## config.mk

```make
export PLATFORM = sky130hd
export DESIGN_NAME = ahblite_sram_ctrl_flat
export DESIGN_NICKNAME = d
export VERILOG_FILES = /design/src/rtl/ahb_pkg.sv /design/src/rtl/ahblite_sram_ctrl_if.sv /design/src/rtl/ahb_lane_decode.sv /design/src/rtl/ahblite_sram_ctrl.sv /design/src/flat_wrapper.sv
export SDC_FILE = /design/constraint.sdc
export NUM_CORES = 1
export LEC_CHECK = 0
export CAP_MARGIN = 20
export CORE_MARGIN = 5
export CORE_UTILIZATION = 29
export CTS_CLUSTER_SIZE = 12
export DETAILED_ROUTE_END_ITERATION = 12
export PLACE_DENSITY = 0.95
export SYNTH_ARGS = -nofsm -noshare
export SYNTH_HDL_FRONTEND = slang
export SYNTH_SLANG_ARGS = --single-unit
```

## constraint.sdc

```tcl
create_clock -name HCLK -period 3.2 [get_ports HCLK]
set_input_delay 0.64 -clock HCLK [delete_from_list [all_inputs] [get_ports HCLK]]
set_output_delay 0.64 -clock HCLK [all_outputs]
set_load 0.05 [all_outputs]
```

## src/rtl/ahb_pkg.sv

```systemverilog
// ahb_pkg: shared AHB-Lite transfer codes and RAM slave FSM states
package ahb_pkg;
  localparam logic [1:0] HTRANS_IDLE   = 2'b00;
  localparam logic [1:0] HTRANS_BUSY   = 2'b01;
  localparam logic [1:0] HTRANS_NONSEQ = 2'b10;
  localparam logic [1:0] HTRANS_SEQ    = 2'b11;
  localparam logic [2:0] HSIZE_BYTE = 3'd0;
  localparam logic [2:0] HSIZE_HALF = 3'd1;
  localparam logic [2:0] HSIZE_WORD = 3'd2;
  localparam logic HRESP_OKAY  = 1'b0;
  localparam logic HRESP_ERROR = 1'b1;
  typedef enum logic [2:0] {IDLE, WRITE, RDWAIT, RDLAST, ERR1, ERR2} state_t;
endpackage

```

## src/rtl/ahblite_sram_ctrl_if.sv

```systemverilog
// ahblite_sram_ctrl_if: AHB-Lite bus signals between master side and the RAM slave
interface ahblite_sram_ctrl_if;
  logic        HSEL;
  logic [31:0] HADDR;
  logic [1:0]  HTRANS;
  logic [2:0]  HSIZE;
  logic        HWRITE;
  logic [31:0] HWDATA;
  logic        HREADY;
  logic        HREADYOUT;
  logic [31:0] HRDATA;
  logic        HRESP;
  modport master (output HSEL, HADDR, HTRANS, HSIZE, HWRITE, HWDATA, HREADY,
                  input HREADYOUT, HRDATA, HRESP);
  modport slave (input HSEL, HADDR, HTRANS, HSIZE, HWRITE, HWDATA, HREADY,
                 output HREADYOUT, HRDATA, HRESP);
endinterface

```

## src/rtl/ahb_lane_decode.sv

```systemverilog
// ahb_lane_decode: HSIZE + low address bits to byte strobes and misalignment/size error flag
module ahb_lane_decode
  import ahb_pkg::*;
(
  input  logic [2:0] hsize,
  input  logic [1:0] addr,
  output logic [3:0] strb,
  output logic       illegal
);
  always_comb begin
    illegal = (hsize > HSIZE_WORD) || (hsize == HSIZE_HALF && addr[0]) ||
              (hsize == HSIZE_WORD && addr != 2'b00);
    strb = hsize == HSIZE_BYTE ? 4'b0001 << addr :
           hsize == HSIZE_HALF ? 4'b0011 << {addr[1], 1'b0} : 4'hF;
  end
endmodule

```

## src/rtl/ahblite_sram_ctrl.sv

```systemverilog
// ahblite_sram_ctrl: AHB-Lite slave driving a single-port RAM with configurable read latency
module ahblite_sram_ctrl
  import ahb_pkg::*;
#(
  parameter int ADDR_WIDTH = 14,
  parameter int RD_LATENCY = 1
) (
  input  logic                  HCLK,
  input  logic                  HRESETn,
  ahblite_sram_ctrl_if.slave    ahb,
  output logic [ADDR_WIDTH-1:0] MEM_ADDR,
  output logic                  MEM_CE,
  output logic [3:0]            MEM_WE,
  output logic [31:0]           MEM_WDATA,
  input  logic [31:0]           MEM_RDATA
);
  localparam logic [1:0] CNT_INIT = RD_LATENCY == 0 ? 2'd0 : 2'(RD_LATENCY - 1);
  state_t     state;
  logic [1:0] cnt;
  logic       hready_q, hresp_q, accept, illegal;
  logic [3:0] strb;
  logic       unused;
  ahb_lane_decode u_lane (.hsize(ahb.HSIZE), .addr(ahb.HADDR[1:0]), .strb(strb), .illegal(illegal));
  assign accept = ahb.HSEL & ahb.HTRANS[1] & ahb.HREADY;
  assign ahb.HREADYOUT = hready_q;
  assign ahb.HRESP = hresp_q;
  // Read data passes straight through so a zero-latency RAM completes in one cycle
  assign ahb.HRDATA = state == RDLAST ? MEM_RDATA : 32'h0;
  assign MEM_WDATA = ahb.HWDATA;
  assign unused = ^{ahb.HADDR[31:ADDR_WIDTH+2], ahb.HTRANS[0]};
  always_ff @(posedge HCLK or negedge HRESETn)
    if (!HRESETn) begin
      state    <= IDLE;
      cnt      <= 2'd0;
      hready_q <= 1'b1;
      hresp_q  <= HRESP_OKAY;
      MEM_CE   <= 1'b0;
      MEM_WE   <= 4'h0;
      MEM_ADDR <= '0;
    end else begin
      MEM_CE <= 1'b0;
      MEM_WE <= 4'h0;
      if (state == RDWAIT) begin
        if (cnt == 2'd0) begin
          state    <= RDLAST;
          hready_q <= 1'b1;
        end else cnt <= cnt - 2'd1;
      end else if (state == ERR1) begin
        state    <= ERR2;
        hready_q <= 1'b1;
      end else if (accept && illegal) begin
        state    <= ERR1;
        hready_q <= 1'b0;
        hresp_q  <= HRESP_ERROR;
      end else if (accept) begin
        MEM_ADDR <= ahb.HADDR[ADDR_WIDTH+1:2];
        hresp_q  <= HRESP_OKAY;
        if (ahb.HWRITE) begin
          state    <= WRITE;
          hready_q <= 1'b1;
          MEM_WE   <= strb;
        end else begin
          state    <= RD_LATENCY == 0 ? RDLAST : RDWAIT;
          hready_q <= RD_LATENCY == 0;
          MEM_CE   <= 1'b1;
          cnt      <= CNT_INIT;
        end
      end else begin
        state    <= IDLE;
        hready_q <= 1'b1;
        hresp_q  <= HRESP_OKAY;
      end
    end
endmodule

```

## src/flat_wrapper.sv

```systemverilog
// flat-port wrapper written by rule: the top's interface ports become plain ports
module ahblite_sram_ctrl_flat import ahb_pkg::*;
#(
  parameter int ADDR_WIDTH = 14,
  parameter int RD_LATENCY = 1
)
  (HCLK, HRESETn, MEM_ADDR, MEM_CE, MEM_WE, MEM_WDATA, MEM_RDATA, ahb_HSEL, ahb_HADDR, ahb_HTRANS, ahb_HSIZE, ahb_HWRITE, ahb_HWDATA, ahb_HREADY, ahb_HREADYOUT, ahb_HRDATA, ahb_HRESP);
  ahblite_sram_ctrl_if ahb_i ();
  input  logic HCLK;
  input  logic HRESETn;
  output logic [ADDR_WIDTH-1:0] MEM_ADDR;
  output logic MEM_CE;
  output logic [3:0] MEM_WE;
  output logic [31:0] MEM_WDATA;
  input  logic [31:0] MEM_RDATA;
  input wire logic [$bits(ahb_i.HSEL)-1:0] ahb_HSEL;
  input wire logic [$bits(ahb_i.HADDR)-1:0] ahb_HADDR;
  input wire logic [$bits(ahb_i.HTRANS)-1:0] ahb_HTRANS;
  input wire logic [$bits(ahb_i.HSIZE)-1:0] ahb_HSIZE;
  input wire logic [$bits(ahb_i.HWRITE)-1:0] ahb_HWRITE;
  input wire logic [$bits(ahb_i.HWDATA)-1:0] ahb_HWDATA;
  input wire logic [$bits(ahb_i.HREADY)-1:0] ahb_HREADY;
  output wire logic [$bits(ahb_i.HREADYOUT)-1:0] ahb_HREADYOUT;
  output wire logic [$bits(ahb_i.HRDATA)-1:0] ahb_HRDATA;
  output wire logic [$bits(ahb_i.HRESP)-1:0] ahb_HRESP;
  assign ahb_i.HSEL = ahb_HSEL;
  assign ahb_i.HADDR = ahb_HADDR;
  assign ahb_i.HTRANS = ahb_HTRANS;
  assign ahb_i.HSIZE = ahb_HSIZE;
  assign ahb_i.HWRITE = ahb_HWRITE;
  assign ahb_i.HWDATA = ahb_HWDATA;
  assign ahb_i.HREADY = ahb_HREADY;
  assign ahb_HREADYOUT = ahb_i.HREADYOUT;
  assign ahb_HRDATA = ahb_i.HRDATA;
  assign ahb_HRESP = ahb_i.HRESP;
  ahblite_sram_ctrl #(.ADDR_WIDTH(ADDR_WIDTH), .RD_LATENCY(RD_LATENCY)) u_core (.HCLK(HCLK), .HRESETn(HRESETn), .ahb(ahb_i), .MEM_ADDR(MEM_ADDR), .MEM_CE(MEM_CE), .MEM_WE(MEM_WE), .MEM_WDATA(MEM_WDATA), .MEM_RDATA(MEM_RDATA));
endmodule
```

==> flow_summary.json, run 1 <==
{
  "result_of_the_run": "finished clean",
  "die_area_um2": 7143,
  "final.setup_skew_ns": 0.007804,
  "synth_top_cells_by_area": "sky130_fd_sc_hd__dfrtp_1, sky130_fd_sc_hd__buf_4, sky130_fd_sc_hd__and2_1",
  "timing.slew.headroom_pct": 47.74,
  "clock_power_share_pct": 17.4,
  "worst_setup_path_end_kind": "flop",
  "timing.critical_path.fanout_max": 14,
  "cpPeakStageDelay_ns": 0.66,
  "vdd_ir_drop_max_mv": 0.3902,
  "tns_ns": 0,
  "report.power.total_w": 0.001523,
  "clockBufferDepth": 2,
  "clk_pin_slew_worst_paths_ns": 0.08,
  "cts-root-buf": "sky130_fd_sc_hd__clkbuf_8",
  "timing.hold.worst.class": "flop to flop",
  "grt_overflow": 0,
  "maxSlewViolCount": 0,
  "place_hpwl_um": 3623,
  "synth-xor-area-share_pct": 1.088,
  "critPathTopFamily": "compound AO/OA/AOI/OAI gates",
  "worst_ep_required_time_ns": 3.35,
  "yosys.area.top_type": "sky130_fd_sc_hd__dfrtp_1",
  "proportion_of_netlist_area_held_by_the_largest_area_contributor_pct": 38.85,
  "layout_setup_ws_ns": 0.8100,
  "final_core_utilization_pct": 51.60,
  "power_switching_w": 0.0006104,
  "post_cts_repair_resize_count": 0,
  "area_growth_pct": 74.28,
  "final-setup-viol-count": 0,
  "initial_core_util_pct": 29.61,
  "gr-usage-all-layers_pct": 11.09,
  "synth_mux_area_share_pct": 10.49,
  "detail_route.drc_violations": 0,
  "dominant_combinational_cell_family_by_area_after_synthesis": "simple AND/OR/NAND/NOR gates",
  "critical_path_arrival_ns": 2.54,
  "post_synth_edffs": 0,
  "post_layout_nonfiller_instances": 305,
  "grt_pass1_wl_um": 6679,
  "floorplan.die.width_um": 84.52,
  "final_min_period_over_clock_period_pct": 74.69,
  "synth-seq-area-share_pct": 40.48,
  "timing.final.crit_period_ns": 2.390,
  "routed_wirelength_um": 4275,
  "routed_wire_length_per_instance_um": 14.02,
  "pin_count_of_the_biggest_net_entering_global_routing": 33,
  "synth_compound_area_share_pct": 10.02,
  "number_of_global_route_vias_before_repair": 1437,
  "initial_antenna_violation_count": 0,
  "post_synthesis_share_of_cell_area_spent_on_full_adders_half_adders_and_majority_gates_pct": 0.7770,
  "clock_tree_from_tritoncts": "yes",
  "count_of_synthesis_stage_warnings_from_yosys": 0,
  "leakage_power_total_nw": 1.178,
  "synth_async_sr_flop_share_pct": 100.0,
  "synthesis.area_per_instance_um2": 10.39,
  "synth_nets": 262,
  "timing_worst_slew_pin_value_ns": 0.7838,
  "crit_path_start_kind": "primary input",
  "routed-wl-met2_um": 2363,
  "cts_hold_repair.buffers": 0,
  "coreArea_um2": 5439,
  "drv_cap": 0,
  "port-buffer-count": 109,
  "synth_flop_cell": "sky130_fd_sc_hd__dfrtp_1",
  "highest-signal-layer": "met4",
  "fmax_ghz": 0.4184,
  "firstDrtPassIters": 3,
  "dpl.cell_count": 301,
  "cp_num_buf_inv": 1,
  "cts_num_sinks": 26,
  "post_route_cells_drive_above_1_share_pct": 24.89,
  "switching_share_pct": 40.07,
  "boundaryPins": 191,
  "height_of_the_chip_um": 84.52,
  "row_count": 27,
  "cell_breakdown_of_the_critical_path": "clkdlybuf4s50_1 > a211oi_2 > o221ai_2 > mux2_2",
  "clock_insertion_delay_worst_skew_ns": 0.26,
  "numCtsBuffers": 3,
  "netlist_instances": 155,
  "internal_power_w": 0.0009130,
  "worst_path_max_delay_cell": "sky130_fd_sc_hd__clkdlybuf4s50_1",
  "vias": 1352,
  "comb_power_share_pct": 49.3,
  "mappedNetlistArea_um2": 1610,
  "synth.cells.most_frequent": "sky130_fd_sc_hd__and2_1, sky130_fd_sc_hd__buf_4, sky130_fd_sc_hd__dfrtp_1, sky130_fd_sc_hd__mux2_2, sky130_fd_sc_hd__o21ai_0",
  "crit_type": "primary input to flop",
  "postCtsSetupRepairBufs": 0,
  "antenna_diodes": 0,
  "fill_cells": 460,
  "power_frac_seq_pct": 33.4,
  "place_worst_setup_slack_ns": 0.5280,
  "detail_route.wirelength.met1_um": 1380,
  "met3RoutedLength_um": 427,
  "vias_per_cell": 4.433,
  "gp_congestion": 0.7545,
  "synth_cell_type_count": 36,
  "pwr_density_cell_nw_per_um2": 542.8,
  "num-nets-final": 341,
  "synth_simple_gate_area_share_pct": 19.66,
  "synth_seq_cells": 26,
  "timing_hold_violations_final": 0,
  "drt.antenna.violating_nets": 0,
  "rsz_0062_raised_after_global_routing": "no",
  "htree_num_levels": 1,
  "synth.most_common_cell": "sky130_fd_sc_hd__and2_1",
  "drt_first_iter_violations": 34
}
[cell families (layout without fill, tap and decap cells)]
family | count (synthesis) | count (layout)
mux | 15 | 15
xor+xnor | 2 | 2
compound gates | 21 | 21
fa+ha+maj | 1 | 1
flops | 26 | 26
buf+inv | 41 | 119
simple gates | 49 | 49
[area by class of cell]
class | count | area, µm² | area share (%)
Clock buffer | 3 | 41.29 | 1.471
Multi-Input combinational cell | 88 | 676.9 | 24.12
Inverter | 4 | 15.01 | 0.5350
Sequential cell | 26 | 651.9 | 23.23
Clock inverter | 1 | 30.03 | 1.070
Timing Repair Buffer | 111 | 1301 | 46.37
Tap cell | 72 | 90.09 | 3.210
[flip-flops by register name, summed over array words and instances (netlist names)]
name                  cells
u_core.ahb.HREADYOUT      1
u_core.ahb.HRESP          1
u_core.MEM_CE             1
u_core.MEM_WE             4
u_core.MEM_ADDR          14
u_core.cnt                2
u_core.state              3
[layer usage]
layer	up-vias	track usage, %
li1	651	-
met1	623	10.60
met2	64	21.14
met3	14	4.416
met4	0	4.029
met5	-	0
[layout by cell type, fill, tap and decap left out, drive strengths merged, types with 3 or more instances in the layout]
cell type and count:
clkdlybuf4s50 77, buf 34, and2 33, dfrtp 25
mux2 15, o21ai 5, nor2 4, inv 4
a211oi 4, clkbuf 3
[stage by stage]
| stage | hold slack (ns) | cell area (µm²) |
|---|---|---|
| final | 0.4932 | 2806 |
| after global placement | 0.4530 | 2735 |
| after floorplan | 0.3444 | 1610 |
| after CTS | 0.4987 | 2806 |
| after global routing | 0.5106 | 2806 |
| after detailed placement | 0.4788 | 2735 |
[power groups by stage]
stage | Sequential (W) | Clock [W] | Combinational (W)
final | 0.000508 | 0.000265 | 0.000751
after global routing | 0.000523 | 0.000279 | 0.000791
after CTS | 0.000509 | 0.000268 | 0.000759
after detailed placement | 0.000515 | 0 | 0.000759
after global placement | 0.000506 | 0 | 0.000744
after floorplan | 0.000802 | 0 | 0.000281
[tightest hold or removal path: cells and delay by family (launching register included)]
family	cells	cell delay (ns)
buf+inv	1	0.06
compound gates	1	0.06
flops	1	0.38
[path summary, 6_finish.rpt]
kind / startpoint / to / slack, ns / depth (start not counted)
max: ahb_HSIZE[0] / u_core.MEM_ADDR[5]$_DFFE_PN0P_ / 0.81 / 4
min: u_core.ahb.HREADYOUT$_DFFE_PN1P_ / u_core.ahb.HREADYOUT$_DFFE_PN1P_ / 0.49 / 2
max reg2reg: u_core.state[2]$_DFFE_PN0P_ / u_core.MEM_ADDR[5]$_DFFE_PN0P_ / 1.43 / 3
min reg2reg: u_core.ahb.HREADYOUT$_DFFE_PN1P_ / u_core.ahb.HREADYOUT$_DFFE_PN1P_ / 0.49 / 2
max in group asynchronous: HRESETn / u_core.ahb.HREADYOUT$_DFFE_PN1P_ / 2.17 / 2
min in group asynchronous: HRESETn / u_core.MEM_ADDR[6]$_DFFE_PN0P_ / 0.74 / 2
No activity file was read; power rests on OpenSTA's default activity.
==> inputs of run 2 (changes only) <==
Settings changed: CORE_UTILIZATION 29 to 24, PLACE_DENSITY 0.95 to 0.86.
Clock period 3.2 ns to 2 ns, I/O delays scaled along.
==> run 2 against run 1 <==
  * First-iteration DRC count grew 65%
  * Via count up 3.9%
  * Sequential cell count stayed put
  * Total power increased by 53%
  * Critical path depth increased by 1
  * Core utilization shrank 4.5 points
  * Cell count is 5.6% higher
  * Die area is 18% higher
  * Clock power grew 9.8%
==> flow_summary.json, run 2 (same netlist as run 1, synthesis figures left out) <==
{
  "row_count": 29,
  "gp_congestion": 0.7849,
  "rsz_0062_raised_after_global_routing": "no",
  "detailed_place.area_um2": 2977,
  "worst_ep_required_time_ns": 1.60,
  "clock_tree_from_tritoncts": "yes",
  "port-buffer-count": 109,
  "clk_pin_slew_worst_paths_ns": 0.08,
  "hold_path_startpoint": "u_core.ahb.HREADYOUT$_DFFE_PN1P_",
  "timing.final.crit_period_ns": 1.858,
  "vdd_ir_drop_max_mv": 0.2874,
  "drv_cap": 0,
  "pin_count_of_the_biggest_net_entering_global_routing": 33,
  "leakage_power_total_nw": 1.260,
  "registers_with_the_most_flip_flops": "u_core.MEM_ADDR x14, u_core.MEM_WE x4, u_core.state x3",
  "regMostFlops": "u_core.MEM_ADDR",
  "worst_setup_path_end_kind": "output pin",
  "routed_wirelength_um": 4677,
  "maxSlewViolCount": 0,
  "largest_register_ff_count": 14,
  "timing.slew.headroom_pct": 61.86,
  "height_of_the_chip_um": 91.91,
  "seq_area_um2": 653.1,
  "numCtsBuffers": 3,
  "critical_path.reg2reg.startpoint": "u_core.state[2]$_DFFE_PN0P_",
  "crit_path_start_kind": "flop",
  "initial_core_util_pct": 25.07,
  "layout.cell_area.non_filler_um2": 3025,
  "drt_first_iter_violations": 56,
  "antenna_diodes": 0,
  "routed_wire_length_per_instance_um": 14.52,
  "coreArea_um2": 6422,
  "cts_num_sinks": 26,
  "timing.hold.worst.class": "flop to flop",
  "post_cts_repair_resize_count": 0,
  "cts_hold_repair.buffers": 0,
  "boundaryPins": 191,
  "crit_type": "flop to output pin",
  "htree_num_levels": 1,
  "fill_cells": 569,
  "grt_overflow": 0,
  "final-setup-viol-count": 0,
  "detail_route.drc_violations": 0,
  "clock_insertion_delay_worst_skew_ns": 0.26,
  "grt_pass1_wl_um": 6913,
  "num-nets-final": 353,
  "post_route_cells_drive_above_1_share_pct": 29.80,
  "drt.antenna.violating_nets": 0,
  "gr-usage-all-layers_pct": 9.979,
  "die_area_um2": 8447,
  "pwr_density_cell_nw_per_um2": 770.7,
  "number_of_global_route_vias_before_repair": 1428,
  "layout_commonest_cell": "sky130_fd_sc_hd__clkdlybuf4s50_1",
  "vias": 1405,
  "vias_per_cell": 4.363,
  "timing.critical_path.fanout_max": 32,
  "cts-root-buf": "sky130_fd_sc_hd__clkbuf_8",
  "critical_path_arrival_ns": 1.46,
  "fmax_ghz": 0.5383,
  "firstDrtPassIters": 4,
  "mostFrequentLayoutCells": "sky130_fd_sc_hd__clkdlybuf4s50_1, sky130_fd_sc_hd__buf_12, sky130_fd_sc_hd__and2_1",
  "multiInputGateArea_um2": 679.4,
  "clockBufferDepth": 2,
  "launch_point_of_the_worst_path": "u_core.state[1]$_DFFE_PN0P_",
  "result_of_the_run": "finished clean",
  "worst_hold_slack_ns": 0.4722,
  "timing_worst_slew_pin_value_ns": 0.5662,
  "final_min_period_over_clock_period_pct": 92.89,
  "timing_hold_violations_final": 0,
  "floorplan.die.width_um": 91.91,
  "area_growth_pct": 87.88,
  "postCtsSetupRepairBufs": 0,
  "place_hpwl_um": 3988,
  "final.setup_skew_ns": 0.001878,
  "initial_antenna_violation_count": 0
}
==> run 2: worst paths after layout <==
kind	endpoint	slack (ns)	cells after the start
setup / recovery	ahb_HRDATA[5]	0.14	5
max in group asynchronous	u_core.ahb.HREADYOUT$_DFFE_PN1P_	1.19	2
setup reg to reg	u_core.MEM_ADDR[9]$_DFFE_PN0P_	0.50	4
min in group asynchronous	u_core.MEM_ADDR[0]$_DFFE_PN0P_	0.51	2
hold / removal	u_core.ahb.HREADYOUT$_DFFE_PN1P_	0.47	2
hold reg to reg	u_core.ahb.HREADYOUT$_DFFE_PN1P_	0.47	2
==> run 2: stage by stage <==
step / setup slack, ns / instances / util [%] / power, W / TNS (ns)
floorplan: 0.2733 / 155 / - / 0.001732 / 0
global placement: -0.08603 / 318 / 46.35 / 0.002026 / -0.8592
detailed placement: -0.1290 / 318 / 46.35 / 0.002060 / -1.710
CTS: 0.03441 / 322 / 47.05 / 0.002356 / 0
global route: 0.01950 / 322 / 47.11 / 0.002444 / 0
finish: 0.1422 / 322 / 47.11 / 0.002332 / 0
==> run 2: cell type report <==
type / count / share of cell area (%)
clock buffers: 4 / 1.489
flip-flops and latches: 26 / 21.59
multi-input cells: 88 / 22.46
repair buffers: 123 / 50.79
well taps: 77 / 3.184
inverters: 4 / 0.4963
==> run 2: report_power, final <==
part           switching, W  internal [W]
logic              0.000713      0.000512
registers          0.000114      0.000701
clock network      0.000149      0.000142
==> run 2: critical path, stage by stage, from the launching register on <==
cell and delay (ns):
sky130_fd_sc_hd__dfrtp_1 0.44, sky130_fd_sc_hd__nand2_1 0.09, sky130_fd_sc_hd__nor2_2 0.15, sky130_fd_sc_hd__buf_12 0.18, sky130_fd_sc_hd__and2_1 0.19, sky130_fd_sc_hd__buf_12 0.15
==> run 2: per-layer routing <==
metal	global-route usage, %	wire (µm)
met2	18.98	2425
met1	9.447	1604
met5	0	0
met3	4.910	607
met4	2.723	39
==> inputs of run 3 (changes only) <==
Settings changed: CORE_MARGIN 5 to 8.
==> run 3 against run 2 <==
  * Total power is 2.6% higher
  * Routed wire length is 17% higher
  * Clock power up 2%
  * Clock skew rose by 0.0055 ns
  * Worst hold slack improved by 0.013 ns
  * Die area is 13% higher
  * Via count is 4.9% higher
  * First-iteration DRC count rose by 20%
  * Sequential share of layout area fell by 0.071 points
  * Critical path depth decreased by 1
  * Register-to-register slack worse by 0.04 ns
  * Critical path type unchanged
==> flow_summary.json, run 3 (same netlist as run 1, synthesis figures left out) <==
{
  "result_of_the_run": "finished clean",
  "row_count": 30,
  "cts-root-buf": "sky130_fd_sc_hd__clkbuf_8",
  "clk_pin_slew_worst_paths_ns": 0.09,
  "htree_num_levels": 1,
  "number_of_global_route_vias_before_repair": 1637,
  "rsz_0062_raised_after_global_routing": "no",
  "critical_path_capture_point": "ahb_HRDATA[29]",
  "boundaryPins": 191,
  "critical_path_arrival_ns": 1.48,
  "fill_cells": 584,
  "rrSetupSlack_ns": 0.46,
  "pin_count_of_the_biggest_net_entering_global_routing": 33,
  "fmax_ghz": 0.5314,
  "detail_route.drc_violations": 0,
  "num-nets-final": 355,
  "maxSlewViolCount": 0,
  "final-setup-viol-count": 0,
  "power_switching_w": 0.001013,
  "power_frac_seq_pct": 33.9,
  "routed_wirelength_um": 5480,
  "worst_ep_required_time_ns": 1.60,
  "cts_hold_repair.buffers": 0,
  "clock_insertion_delay_worst_skew_ns": 0.27,
  "r2r_end": "u_core.cnt[1]$_DFFE_PN0P_",
  "seq_area_um2": 653.1,
  "post_route_cells_drive_above_1_share_pct": 30.36,
  "internal_power_w": 0.001380,
  "mostFrequentLayoutCells": "sky130_fd_sc_hd__clkdlybuf4s50_1, sky130_fd_sc_hd__and2_1, sky130_fd_sc_hd__buf_12",
  "vdd_ir_drop_max_mv": 0.2542,
  "registers_with_the_most_flip_flops": "u_core.MEM_ADDR x14, u_core.MEM_WE x4, u_core.state x3",
  "routed_wire_length_per_instance_um": 16.76,
  "layout_commonest_cell": "sky130_fd_sc_hd__clkdlybuf4s50_1",
  "vias_per_cell": 4.508,
  "crit_type": "flop to output pin",
  "place_worst_setup_slack_ns": -0.1484,
  "timing_worst_slew_pin_value_ns": 0.5391,
  "worst_setup_path_end_kind": "output pin",
  "pwr_density_cell_nw_per_um2": 788.2,
  "cts_num_sinks": 26,
  "final_min_period_over_clock_period_pct": 94.09,
  "dpl.cell_count": 319,
  "gr-usage-all-layers_pct": 10.60,
  "timing_hold_violations_final": 0,
  "leakage_power_total_nw": 1.269,
  "grt_pass1_wl_um": 8321,
  "coreArea_um2": 6644,
  "worstRegToRegCells": 5,
  "switching_share_pct": 42.33,
  "initial_core_util_pct": 24.24,
  "antenna_diodes": 0,
  "clock_power_share_pct": 12.4,
  "gp_congestion": 0.7524,
  "clock_tree_from_tritoncts": "yes",
  "launch_point_of_the_worst_path": "u_core.state[2]$_DFFE_PN0P_",
  "layout_setup_ws_ns": 0.1182,
  "final.setup_skew_ns": 0.007336,
  "largest_register_ff_count": 14,
  "drv_cap": 0,
  "timing.final.crit_period_ns": 1.882,
  "critical_path.reg2reg.startpoint": "u_core.cnt[0]$_DFFE_PN0P_",
  "floorplan.die.width_um": 97.91,
  "comb_power_share_pct": 53.7,
  "initial_antenna_violation_count": 0,
  "drt.antenna.violating_nets": 0,
  "regMostFlops": "u_core.MEM_ADDR",
  "timing.hold.worst.class": "flop to flop",
  "timing.critical_path.fanout_max": 16,
  "detailed_place.area_um2": 2953,
  "crit_path_start_kind": "flop",
  "multiInputGateArea_um2": 679.4,
  "clockBufferDepth": 2,
  "drt_first_iter_violations": 67,
  "grt_overflow": 0,
  "vias": 1474,
  "area_growth_pct": 88.50,
  "timing.slew.headroom_pct": 63.97,
  "post_layout_nonfiller_instances": 327,
  "numCtsBuffers": 3,
  "firstDrtPassIters": 4,
  "height_of_the_chip_um": 97.91,
  "layout.cell_area.non_filler_um2": 3035,
  "port-buffer-count": 109,
  "place_hpwl_um": 4590,
  "die_area_um2": 9586
}
[run 3: cell count changes in the layout (fill, tap and decap cells not counted)]
| cell | change |
|---|---|
| sky130_fd_sc_hd__buf_12 | -1 |
| sky130_fd_sc_hd__buf_4 | +2 |
| sky130_fd_sc_hd__buf_6 | +1 |
| sky130_fd_sc_hd__o21ai_0 | -1 |
| sky130_fd_sc_hd__o21ai_1 | +1 |
[run 3: metrics by stage]
step	setup TNS (ns)	total power (W)	hold WS [ns]	utilization [%]
2_1_floorplan	0	0.001732	0.1044	-
3_3_place_gp	-0.5037	0.002026	0.4611	44.44
3_5_place_dp	-1.971	0.002074	0.4711	44.44
4_1_cts	0	0.002376	0.4860	45.18
5_1_grt	0	0.002513	0.4965	45.69
6_report	0	0.002393	0.4847	45.69
[run 3: timing repair]
| action | in CTS | in global routing |
|---|---|---|
| setup endpoints to repair | 9 | 34 |
| buffers inserted | 0 | 3 |
| resized for setup | 1 | 5 |
| pin swaps | 0 | 0 |
| cloned | 0 | 1 |
[run 3: worst min-delay path by stage]
stage	from	cells past startpoint	endpoint
after global placement	u_core.ahb.HREADYOUT$_DFFE_PN1P_	2	u_core.ahb.HREADYOUT$_DFFE_PN1P_
after detailed placement	u_core.ahb.HREADYOUT$_DFFE_PN1P_	2	u_core.ahb.HREADYOUT$_DFFE_PN1P_
after CTS	u_core.ahb.HREADYOUT$_DFFE_PN1P_	2	u_core.ahb.HREADYOUT$_DFFE_PN1P_
final	u_core.ahb.HREADYOUT$_DFFE_PN1P_	2	u_core.ahb.HREADYOUT$_DFFE_PN1P_
after floorplan	HRESETn	0	u_core.MEM_ADDR[0]$_DFFE_PN0P_
after global routing	u_core.ahb.HREADYOUT$_DFFE_PN1P_	2	u_core.ahb.HREADYOUT$_DFFE_PN1P_
[run 3: area by class of cell]
type	count	share of cell area (%)
Multi-Input combinational cell	88	22.38
Clock buffer	4	1.484
Tap cell	80	3.298
Inverter	4	0.4946
Timing Repair Buffer	125	50.82
Sequential cell	26	21.52
[run 3: power by group through the flow]
| stage | combinational, W | sequential, W | clock (W) |
|---|---|---|---|
| after global placement | 0.00122 | 0.000809 | 0 |
| after floorplan | 0.000449 | 0.00128 | 0 |
| final | 0.00129 | 0.000811 | 0.000296 |
| after global routing | 0.00135 | 0.000831 | 0.000337 |
| after CTS | 0.00125 | 0.000815 | 0.000310 |
| after detailed placement | 0.00125 | 0.000825 | 0 |
[run 3: layer usage]
layer / wire, µm / global-route usage [%]
met4: 71 / 3.597
met1: 1822 / 9.432
met5: 0 / 0
met2: 2802 / 18.70
met3: 783 / 7.183
[run 3: critical path, cell delays in order (launching register included)]
cell and delay (ns):
sky130_fd_sc_hd__dfrtp_1 0.46, sky130_fd_sc_hd__nor2_2 0.20, sky130_fd_sc_hd__buf_4 0.21, sky130_fd_sc_hd__and2_1 0.20, sky130_fd_sc_hd__buf_12 0.15
